`config.mk`:
```
export PLATFORM = sky130hd
export DESIGN_NAME = obstacle_scheduler
export DESIGN_NICKNAME = d
export VERILOG_FILES = /design/src/rtl/dino_pkg.sv /design/src/rtl/obstacle_slot.sv /design/src/rtl/obstacle_scheduler.sv
export SDC_FILE = /design/constraint.sdc
export NUM_CORES = 1
export LEC_CHECK = 0
export CAP_MARGIN = 20
export CORE_MARGIN = 1
export CORE_UTILIZATION = 55
export CTS_CLUSTER_DIAMETER = 150
export CTS_CLUSTER_SIZE = 20
export DETAILED_ROUTE_END_ITERATION = 8
export GPL_TIMING_DRIVEN = 0
export PLACE_DENSITY = 0.84
export SETUP_SLACK_MARGIN = 0.4
export SLEW_MARGIN = 10
export SYNTH_ARGS = -nofsm -noshare
export SYNTH_HDL_FRONTEND = slang
export SYNTH_HIERARCHICAL = 1
export SYNTH_SLANG_ARGS = --single-unit
```
`constraint.sdc`:
```
create_clock -name clock -period 4.74 [get_ports clock]
set_clock_uncertainty 0.05 [all_clocks]
set_input_delay 1.422 -clock clock [delete_from_list [all_inputs] [get_ports clock]]
set_output_delay 1.422 -clock clock [all_outputs]
set_load 0.05 [all_outputs]
```
`src/rtl/dino_pkg.sv`:
```
// Shared definitions for the dino game obstacle path: obstacle types,
// scheduler state encoding and screen constants used by the renderer.
package dino_pkg;

    typedef enum logic [1:0] {
        SMALL_CACTUS = 2'd0,
        LARGE_CACTUS = 2'd1,
        CACTUS_GROUP = 2'd2,
        BIRD         = 2'd3
    } obstacle_t;

    localparam logic [2:0] ST_IDLE     = 3'd0;
    localparam logic [2:0] ST_REQ      = 3'd1;
    localparam logic [2:0] ST_LATCH    = 3'd2;
    localparam logic [2:0] ST_WAIT_GAP = 3'd3;
    localparam logic [2:0] ST_SPAWN    = 3'd4;

    localparam int SCREEN_W     = 640;
    localparam int SCROLL_SPEED = 4;
    localparam int X_COORD_W    = 10;

    // Gap counter width: enough for the largest gap, never narrower than a byte.
    function automatic int gap_width(input int max_gap);
        int w = 1;
        while ((1 << w) <= max_gap) w++;
        return (w < 8) ? 8 : w;
    endfunction

endpackage

```
`src/rtl/obstacle_slot.sv`:
```
// One on-screen obstacle: live flag, x position and type, with the
// scroll-left / expire-at-left-edge rule applied on each scroll tick.
module obstacle_slot
    import dino_pkg::*;
#(
    parameter int X_W      = X_COORD_W,
    parameter int SCREEN_X = SCREEN_W,
    parameter int SPEED    = SCROLL_SPEED
) (
    input  logic           clock,
    input  logic           reset,
    input  logic           clear_i,
    input  logic           load_i,
    input  logic [1:0]     load_type_i,
    input  logic           tick_scroll_i,
    output logic           valid_o,
    output logic [X_W-1:0] x_o,
    output logic [1:0]     type_o
);

    localparam logic [X_W-1:0] SPAWN_X = X_W'(SCREEN_X);
    localparam logic [X_W-1:0] SPEED_X = X_W'(SPEED);

    logic           valid_q, valid_d;
    logic [X_W-1:0] x_q, x_d;
    obstacle_t      type_q, type_d;

    // A load wins over scrolling so a freshly spawned obstacle appears at SCREEN_X.
    always_comb begin
        valid_d = valid_q;
        x_d     = x_q;
        type_d  = type_q;
        if (clear_i) begin
            valid_d = 1'b0;
        end else if (load_i) begin
            valid_d = 1'b1;
            x_d     = SPAWN_X;
            type_d  = obstacle_t'(load_type_i);
        end else if (tick_scroll_i && valid_q) begin
            if (x_q < SPEED_X) valid_d = 1'b0;
            else               x_d     = x_q - SPEED_X;
        end
    end

    always_ff @(posedge clock or negedge reset) begin
        if (!reset) begin
            valid_q <= 1'b0;
            x_q     <= '0;
            type_q  <= SMALL_CACTUS;
        end else begin
            valid_q <= valid_d;
            x_q     <= x_d;
            type_q  <= type_d;
        end
    end

    assign valid_o = valid_q;
    assign x_o     = x_q;
    assign type_o  = type_q;

endmodule

```
`src/rtl/obstacle_scheduler.sv`:
```
// Obstacle scheduler: requests a random word, waits out the spawn gap in
// frame ticks, then places the obstacle in the lowest free slot of the pool.
//
// state    | meaning
// IDLE     | game stopped; slots frozen for the game-over screen
// REQ      | rand_start high, random block registers a new word
// LATCH    | random word valid; load gap counter and pending type
// WAIT_GAP | count ticks down to zero
// SPAWN    | load pending obstacle into lowest free slot (waits if pool full)
module obstacle_scheduler
    import dino_pkg::*;
#(
    parameter int NUM_LEN    = 4,
    parameter int RAND_COUNT = 2,
    parameter int SLOTS      = 4,
    parameter int X_W        = X_COORD_W,
    parameter int SCREEN_X   = SCREEN_W,
    parameter int SPEED      = SCROLL_SPEED,
    parameter int MIN_GAP    = 16,
    parameter int GAP_SCALE  = 2
) (
    input  logic                          clock,
    input  logic                          reset,
    input  logic                          run,
    input  logic                          tick,
    input  logic [NUM_LEN*RAND_COUNT-1:0] randoms,
    output logic                          rand_start,
    output logic [SLOTS-1:0]              obj_valid,
    output logic [SLOTS*X_W-1:0]          obj_x,
    output logic [SLOTS*2-1:0]            obj_type,
    output logic                          spawn_pulse
);

    localparam int GAP_MAX = MIN_GAP + ((1 << NUM_LEN) - 1) * GAP_SCALE;
    localparam int GAP_W   = gap_width(GAP_MAX);

    logic [2:0]         state_q, state_d;
    logic [GAP_W-1:0]   gap_q, gap_d;
    obstacle_t          pend_q, pend_d;
    logic [NUM_LEN-1:0] field0;
    logic [1:0]         field1_type;
    logic [SLOTS-1:0]   free_onehot;
    logic [SLOTS-1:0]   load_vec;
    logic               free_any;
    logic               clear_all;
    logic               tick_scroll;
    logic               unused_rand_bits;

    assign field0           = randoms[NUM_LEN-1:0];
    assign field1_type      = randoms[NUM_LEN+1:NUM_LEN];
    assign unused_rand_bits = ^randoms[NUM_LEN*RAND_COUNT-1:NUM_LEN+2];
    assign tick_scroll      = run & tick;

    always_comb begin
        free_onehot = '0;
        free_any    = 1'b0;
        for (int i = 0; i < SLOTS; i++) begin
            if (!obj_valid[i] && !free_any) begin
                free_onehot[i] = 1'b1;
                free_any       = 1'b1;
            end
        end
    end

    always_comb begin
        state_d     = state_q;
        gap_d       = gap_q;
        pend_d      = pend_q;
        clear_all   = 1'b0;
        load_vec    = '0;
        spawn_pulse = 1'b0;
        rand_start  = 1'b0;
        if (state_q == ST_IDLE) begin
            if (run) begin
                clear_all = 1'b1;
                state_d   = ST_REQ;
            end
        end else if (!run) begin
            state_d = ST_IDLE;
        end else begin
            case (state_q)
                ST_REQ: begin
                    rand_start = 1'b1;
                    state_d    = ST_LATCH;
                end
                ST_LATCH: begin
                    gap_d   = GAP_W'(MIN_GAP) + GAP_W'(field0) * GAP_W'(GAP_SCALE);
                    pend_d  = obstacle_t'(field1_type);
                    state_d = ST_WAIT_GAP;
                end
                ST_WAIT_GAP: begin
                    if (gap_q == '0) begin
                        state_d = ST_SPAWN;
                    end else if (tick) begin
                        gap_d = gap_q - GAP_W'(1);
                        if (gap_q == GAP_W'(1)) state_d = ST_SPAWN;
                    end
                end
                ST_SPAWN: begin
                    // Free flags come from registered valids, so a slot expiring on
                    // this cycle's tick is only usable next cycle.
                    if (free_any) begin
                        load_vec    = free_onehot;
                        spawn_pulse = 1'b1;
                        state_d     = ST_REQ;
                    end
                end
                default: state_d = ST_IDLE;
            endcase
        end
    end

    always_ff @(posedge clock or negedge reset) begin
        if (!reset) begin
            state_q <= ST_IDLE;
            gap_q   <= '0;
            pend_q  <= SMALL_CACTUS;
        end else begin
            state_q <= state_d;
            gap_q   <= gap_d;
            pend_q  <= pend_d;
        end
    end

    for (genvar g = 0; g < SLOTS; g++) begin : g_slot
        obstacle_slot #(
            .X_W      (X_W),
            .SCREEN_X (SCREEN_X),
            .SPEED    (SPEED)
        ) u_slot (
            .clock         (clock),
            .reset         (reset),
            .clear_i       (clear_all),
            .load_i        (load_vec[g]),
            .load_type_i   (pend_q),
            .tick_scroll_i (tick_scroll),
            .valid_o       (obj_valid[g]),
            .x_o           (obj_x[g*X_W +: X_W]),
            .type_o        (obj_type[g*2 +: 2])
        );
    end

endmodule

```
==> results of run 1 <==
## cell type report
type,count,area [µm²],share of cell area
multi-input combinational,258,1812,0.4246
inverter,19,71.32,0.01672
tap,75,93.84,0.02199
sequential,57,1426,0.3343
clock inverter,4,75.07,0.01760
buffer,14,87.58,0.02053
timing repair buffer,56,545.5,0.1279
clock buffer,12,155.1,0.03636
## worst max path at each step
stage | start | to | slack, ns | depth (start not counted)
finish | run | rand_start | 0.45 | 3
global route | run | spawn_pulse | 0.40 | 4
CTS | run | rand_start | 0.46 | 3
detailed placement | run | rand_start | -0.06 | 3
global placement | run | rand_start | -0.05 | 3
floorplan | run | rand_start | 0.81 | 1
## sequential cells by signal, indices dropped and copies added (netlist names)
register               cells
g_slot.u_slot/valid_o      4
g_slot.u_slot/type_o       8
g_slot.u_slot/x_o         32
state_q                    3
gap_q                      8
pend_q                     2
## cells by family (layout without fill, tap and decap cells)
| kind of cell | Yosys count | in the layout | share of synthesized area |
|---|---|---|---|
| compound gates | 65 | 65 | 0.1572 |
| xor+xnor | 25 | 25 | 0.06486 |
| fa+ha+maj | 7 | 7 | 0.02594 |
| buf+inv | 33 | 105 | 0.04707 |
| flops | 57 | 57 | 0.4225 |
| mux | 9 | 9 | 0.03113 |
| other cells | 4 | 8 | 0.004446 |
| simple gates | 144 | 144 | 0.2468 |
## what timing repair did
item | 4_1_cts | 5_1_grt
setup buffers | 0 | 0
resized for setup | 12 | 0
setup endpoints to repair | 2 | 0
## worst reg2reg max path, stage by stage, from the launching register on
cell      delay [ns]
dfrtp_1         0.44
nor2_1          0.15
nand3_1         0.15
or2_1           0.30
nor3b_1         0.43
nor2b_1         0.18
clkbuf_1        0.31
nor2_1          0.07
mux2_1          0.29
## placed cells by master (no fill, tap or decap), types with 5 or more instances in the layout
cell type	instances
or3_1	5
mux2_1	6
o21ai_1	5
ha_1	7
nand2_1	38
a211oi_1	6
o22ai_1	9
and3b_1	5
clkbuf_8	11
nor2_1	41
a21oi_1	14
dfrtp_1	57
inv_1	19
buf_4	11
conb_1	8
clkdlybuf4s50_1	52
nand3b_1	6
or2_1	5
clkbuf_1	5
xnor2_1	13
nand3_1	6
xor2_1	12
## stage by stage
step           std cells  total power, W
6_report             495        0.001556
5_1_grt              495        0.001640
4_1_cts              494        0.001564
3_5_place_dp         478        0.001041
3_3_place_gp         478        0.001028
2_1_floorplan        348       0.0009111
## power by group
part	total [W]	internal, W	switching, W
registers	0.000630	0.000545	0.0000842
logic	0.000405	0.000156	0.000249
clock network	0.000521	0.000325	0.000197
## routing by layer
| metal | GRT usage | share of wire | vias to the layer above |
|---|---|---|---|
| met5 | 0 | 0 | - |
| met4 | 0.1018 | 0.015 | 0 |
| met3 | 0.05909 | 0.039 | 9 |
| met2 | 0.4076 | 0.49 | 60 |
| met1 | 0.3268 | 0.46 | 1350 |
| li1 | - | - | 1352 |
==> summary.md, run 1 <==
| Metric | Value |
|---|---|
| Avg Inst Size Synth | `9.813 µm²` |
| Post-synthesis async set-or-reset flop share | `1.000` |
| Die area | `6455 µm²` |
| Top cells by area, synth | `dfrtp_1 (42%), nor2_1 (4.6%), nand2_1 (4.2%)` |
| Grt total ovfl | `0` |
| Post-route cell area | `4267 µm²` |
| Crit path capture type | `output port` |
| Hold Path End | `g_slot[0].u_slot/type_o[0]` |
| Via count | `2771` |
| Max-slew violations | `0` |
| CP max stage delay | `0.61 ns` |
| Die Height | `80.35 µm` |
| CTS Root Cell | `clkbuf_8` |
| FF-to-FF Start | `state_q[1]` |
| Hold Vio Cnt, Final | `0` |
| FILL cells | `442` |
| Synth warn | `6` |
| Worst reg2reg path endpoint | `g_slot[3].u_slot/x_o[3]` |
| Hold path depth | `2` |
| Number of vias per cell | `5.598` |
| Synth top area share | `0.4225` |
| Antenna Nets Post-Route | `0` |
| PwrDens | `364.7 nW/µm²` |
| Cell taking the most area after synthesis | `dfrtp_1` |
| Starting Density | `0.5702` |
| Hold/Removal Path Class | `reg -> reg` |
| Die Wd | `80.35 µm` |
| Pin count of the biggest net entering global routing | `58` |
| Clock Path Buffers | `2` |
| Worst reg2reg path depth | `8` |
| Most common cell in the netlist | `dfrtp_1` |
| Setup violations, final | `0` |
| Initial antenna violation count | `0` |
| Routability congestion estimate | `0.9067` |
| Total CTS buffers | `9` |
| CP Max Fanout | `7` |
| Total Negative Setup Slacks | `0 ns` |
| Worst setup margin | `0.4548 ns` |
| Share of cells above drive strength 1 | `0.1333` |
| Number of diodes | `0` |
| Pre-CTS WS | `-0.05745 ns` |
| Synth top cells by count | `dfrtp_1 (57), nor2_1 (41), nand2_1 (38)` |
| Post-synthesis sequential area ratio | `0.4225` |
| Hold Slack | `0.4343 ns` |
| Worst endpoint required time | `3.27 ns` |
| Tcrit/Tclk final | `0.9041` |
| Top FF cell, synth | `dfrtp_1` |
| RSZ-0062 raised after global routing | `false` |
| TritonCTS clock tree | `done` |
| Core area | `5921 µm²` |
| Clock slew at reported path FFs | `0.07 ns` |
| Area growth, synth to finish | `26.39%` |
| Leakage | `1.890 nW` |
| FF-to-FF setup slack | `2.25 ns` |
| Total placed instance area | `4039 µm²` |
| Mapped Area | `3376 µm²` |
| Crit path arrival time | `2.81 ns` |
| Run status | `complete, no violations` |
| Hold Buf Count CTS | `0` |
| Dpl hpwl | `5185 µm` |
| Post-synth EDFFs | `0` |
| CP cell instances | `clkdlybuf4s50_1 > nor4bb_2 > buf_2` |
| Gr usage total | `0.2532` |
| WL final | `7291 µm` |
| Seq cells post-synth | `57` |
| Post-Syn Instances | `344` |
| Clock sink total | `57` |
| Hold Crit Start | `g_slot[0].u_slot/type_o[0]` |
| First-pass GRT wire length | `12320 µm` |
| Critical path buffer and inverter count | `2` |
| DR iter-0 viols | `147` |
| Row count | `28` |
| I/O pin count | `66` |
| Worst vdd ir | `0.2294 mV` |
| Distinct cells, synth | `49` |
| Tightest Pin Transition | `0.7004 ns` |
| Max-slew headroom | `0.5331` |
| Crit Path Class | `in -> out` |
| Max cap viols | `0` |
| Remaining DRCs | `0` |
| Highest-delay cell along the critical path | `clkdlybuf4s50_1` |
| H-tree levels | `3` |
| Worst setup SP type | `primary input` |
| Drt pass-1 iters | `4` |
| Fmax | `233.4 MHz` |
| Avg WL per Cell | `14.73 µm` |
| Top delay family on crit path | `buffers and inverters` |
| Worst-Skew Late Latency | `0.33 ns` |
| Layout net count | `434` |
| Core Util, Final | `0.7206` |
| Final min period | `4.285 ns` |
| Vias in the first global route | `2672` |
| Buffers on Ports | `55` |
Note: power is estimated with default switching activity, not from simulation.
==> run 2: changes to the inputs <==
--- a/config.mk
+++ b/config.mk
@@ -6,16 +6,19 @@
 export NUM_CORES = 1
 export LEC_CHECK = 0
 export CAP_MARGIN = 20
+export CELL_PAD_IN_SITES_DETAIL_PLACEMENT = 0
+export CELL_PAD_IN_SITES_GLOBAL_PLACEMENT = 1
 export CORE_MARGIN = 1
-export CORE_UTILIZATION = 55
+export CORE_UTILIZATION = 43
 export CTS_CLUSTER_DIAMETER = 150
 export CTS_CLUSTER_SIZE = 20
 export DETAILED_ROUTE_END_ITERATION = 8
 export GPL_TIMING_DRIVEN = 0
-export PLACE_DENSITY = 0.84
+export PLACE_DENSITY = 0.86
 export SETUP_SLACK_MARGIN = 0.4
 export SLEW_MARGIN = 10
 export SYNTH_ARGS = -nofsm -noshare
 export SYNTH_HDL_FRONTEND = slang
 export SYNTH_HIERARCHICAL = 1
 export SYNTH_SLANG_ARGS = --single-unit
+export TNS_END_PERCENT = 50
==> run 2 against run 1 <==
First-iteration DRC count increased by 5.4%. Sequential power decreased by 0.8%. Worst setup slack improved by 0.014 ns. Power decreased by 3.1%. Combinational power about the same. Flip-flop and latch count unchanged. Clock power decreased by 7.9%. Final cell count increased by 4.8%. Hold slack got worse by 0.0051 ns. Largest cell class unchanged. Register-to-register slack about the same. Final area increased by 0.18%. Largest power group unchanged.
==> summary.md, run 2 (synthesis results as in run 1) <==
| Metric | Value |
|---|---|
| Run status | `complete, no violations` |
| Hold Vio Cnt, Final | `0 (unchanged)` |
| Pin count of the biggest net entering global routing | `58 (unchanged)` |
| Worst vdd ir | `0.2053 mV (-11%)` |
| Sequential share of power | `0.414 (+0.009)` |
| Max reg flops | `32 (unchanged)` |
| CTS Root Cell | `clkbuf_8` |
| Routability congestion estimate | `0.8379 (-7.6%)` |
| Finished Layout Cells | `519 (+4.8%)` |
| DR iter-0 viols | `155 (+5.4%)` |
| Via count | `2753 (-0.65%)` |
| Core area | `7408 µm² (+25%)` |
| Commonest cells after routing, fill and taps aside | `dfrtp_1 (57), clkdlybuf4s50_1 (52), nor2_1 (41)` |
| Commonest non-fill, non-tap cell in the layout | `dfrtp_1` |
| Clock slew at reported path FFs | `0.07 ns (about the same)` |
| Die Wd | `90.61 µm (+13%)` |
| Die Height | `90.61 µm (+13%)` |
| Starting Density | `0.4557 (-0.1145)` |
| I/O pin count | `66 (unchanged)` |
| Clock Path Buffers | `2 (unchanged)` |
| Crit path launch | `run` |
| Hold Crit Start | `g_slot[1].u_slot/type_o[1]` |
| Gr usage total | `0.1925 (-0.06074)` |
| Max-slew headroom | `0.5175 (-0.01557)` |
| Initial antenna violation count | `0 (unchanged)` |
| Worst-Skew Late Latency | `0.33 ns (about the same)` |
| WL final | `7376 µm (+1.2%)` |
| Remaining DRCs | `0 (unchanged)` |
| Switching Share | `0.3451 (+0.004827)` |
| Vias in the first global route | `2598 (-2.8%)` |
| PwrDens | `352.9 nW/µm² (-3.3%)` |
| Drt pass-1 iters | `4 (unchanged)` |
| Pre-CTS WS | `-0.05154 ns (+0.005910 ns)` |
| Grt total ovfl | `0 (unchanged)` |
| Fmax | `234.1 MHz (+0.33%)` |
| Number of diodes | `0 (unchanged)` |
| FF-to-FF Start | `state_q[1]` |
| Crit path capture type | `output port` |
| Crit path arrival time | `2.80 ns (about the same)` |
| Layout net count | `434 (unchanged)` |
| Storage element area | `1426 µm² (unchanged)` |
| Antenna Nets Post-Route | `0 (unchanged)` |
| Avg WL per Cell | `14.21 µm (-3.5%)` |
| H-tree levels | `3 (unchanged)` |
| Setup violations, final | `0 (unchanged)` |
| Crit Path Class | `in -> out` |
| Max-slew violations | `0 (unchanged)` |
| Row count | `31 (+11%)` |
| Tcrit/Tclk final | `0.9011 (-0.002941)` |
| TritonCTS clock tree | `done` |
| Core Util, Final | `0.5769 (-0.1437)` |
| Tightest Pin Transition | `0.7237 ns (+0.02336 ns)` |
| Worst setup SP type | `primary input` |
| FF-to-FF setup slack | `2.25 ns (about the same)` |
| Area growth, synth to finish | `26.61%` |
| Number of vias per cell | `5.304 (-5.2%)` |
| Psw | `0.0005205 W (-1.7%)` |
| CP Max Fanout | `7 (unchanged)` |
| Logic gate share of total power | `0.267 (+0.007)` |
| Worst endpoint required time | `3.27 ns (about the same)` |
| Post-CTS Setup Bufs | `0 (unchanged)` |
| Multi-input combinational cell area | `1812 µm² (unchanged)` |
| RSZ-0062 raised after global routing | `true` |
| Buffers on Ports | `55 (unchanged)` |
| FILL cells | `680 (+54%)` |
| Max cap viols | `0 (unchanged)` |
| Leakage | `1.888 nW (-0.11%)` |
| Dpl hpwl | `5189 µm (about the same)` |
| Cell Int Power | `0.0009878 W (-3.8%)` |
| Total CTS buffers | `9 (unchanged)` |
| Share of cells above drive strength 1 | `0.1310 (-0.002381)` |
| Die area | `8209 µm² (+27%)` |
| Placed Cells | `502 (+5.0%)` |
| Hold Slack | `0.4292 ns (-0.005086 ns)` |
| Worst setup margin | `0.4687 ns (+0.01394 ns)` |
| Clock sink total | `57 (unchanged)` |
| First-pass GRT wire length | `12680 µm (+2.9%)` |
| Clock power share | `0.318 (-0.017)` |
| Hold/Removal Path Class | `reg -> reg` |
| Total Negative Setup Slacks | `0 ns (unchanged)` |
| Final min period | `4.271 ns (-0.01394 ns)` |
-- run 2: changes by cell type in the layout (fill, tap and decap cells not counted), sizes merged --
cell	previous run	this run
clkinv	0	1
bufinv	2	1
clkinvlp	2	0
clkbuf	16	18
-- run 2: worst max-delay path, stage by stage --
cell	delay, ns
clkdlybuf4s50_1	0.61
nand3_1	0.19
a41oi_1	0.26
buf_2	0.31
-- run 2: layout make-up --
cell class                      instances  share of cell area
Multi-Input combinational cell        258              0.4239
Sequential cell                        57              0.3337
Timing Repair Buffer                   56              0.1276
Clock buffer                           14             0.04040
Tap cell                               99             0.02898
Buffer                                 14             0.02049
Inverter                               19             0.01669
Clock inverter                          2            0.008197
-- run 2: timing repair --
item                                    CTS  global route
endpoints found under the setup margin    2             2
hold buffers                              0             0
resized for setup                        10             2
endpoints found under the hold margin     0             0
-- run 2: path summary, 6_finish.rpt --
path,to,depth (start not counted)
hold / removal,g_slot[1].u_slot/type_o[1],2
max in group asynchronous,g_slot[2].u_slot/x_o[3],1
setup / recovery,spawn_pulse,4
min in group asynchronous,g_slot[0].u_slot/x_o[4],1
setup reg to reg,g_slot[3].u_slot/x_o[3],8
hold reg to reg,g_slot[1].u_slot/type_o[1],2
-- run 2: per-layer routing --
layer | GRT usage | wire length (µm)
met1 | 0.2628 | 3472
met4 | 0.07796 | 104
met3 | 0.02946 | 318
met2 | 0.3049 | 3480
met5 | 0 | 0
-- run 2: stage by stage --
| step | total power [W] | instance area, µm² |
|---|---|---|
| 6_report | 0.001508 | 4274 |
| 5_1_grt | 0.001589 | 4274 |
| 4_1_cts | 0.001516 | 4273 |
| 3_5_place_dp | 0.001035 | 4069 |
| 3_3_place_gp | 0.001030 | 4071 |
| 2_1_floorplan | 0.0009111 | 3397 |
-- run 2: power groups by stage --
stage	sequential, W	combinational [W]	clock, W
after floorplan	0.000689	0.000222	0
after global placement	0.000631	0.000399	0
after detailed placement	0.000633	0.000402	0
after CTS	0.000625	0.000404	0.000487
after global routing	0.000638	0.000440	0.000510
final	0.000625	0.000403	0.000480
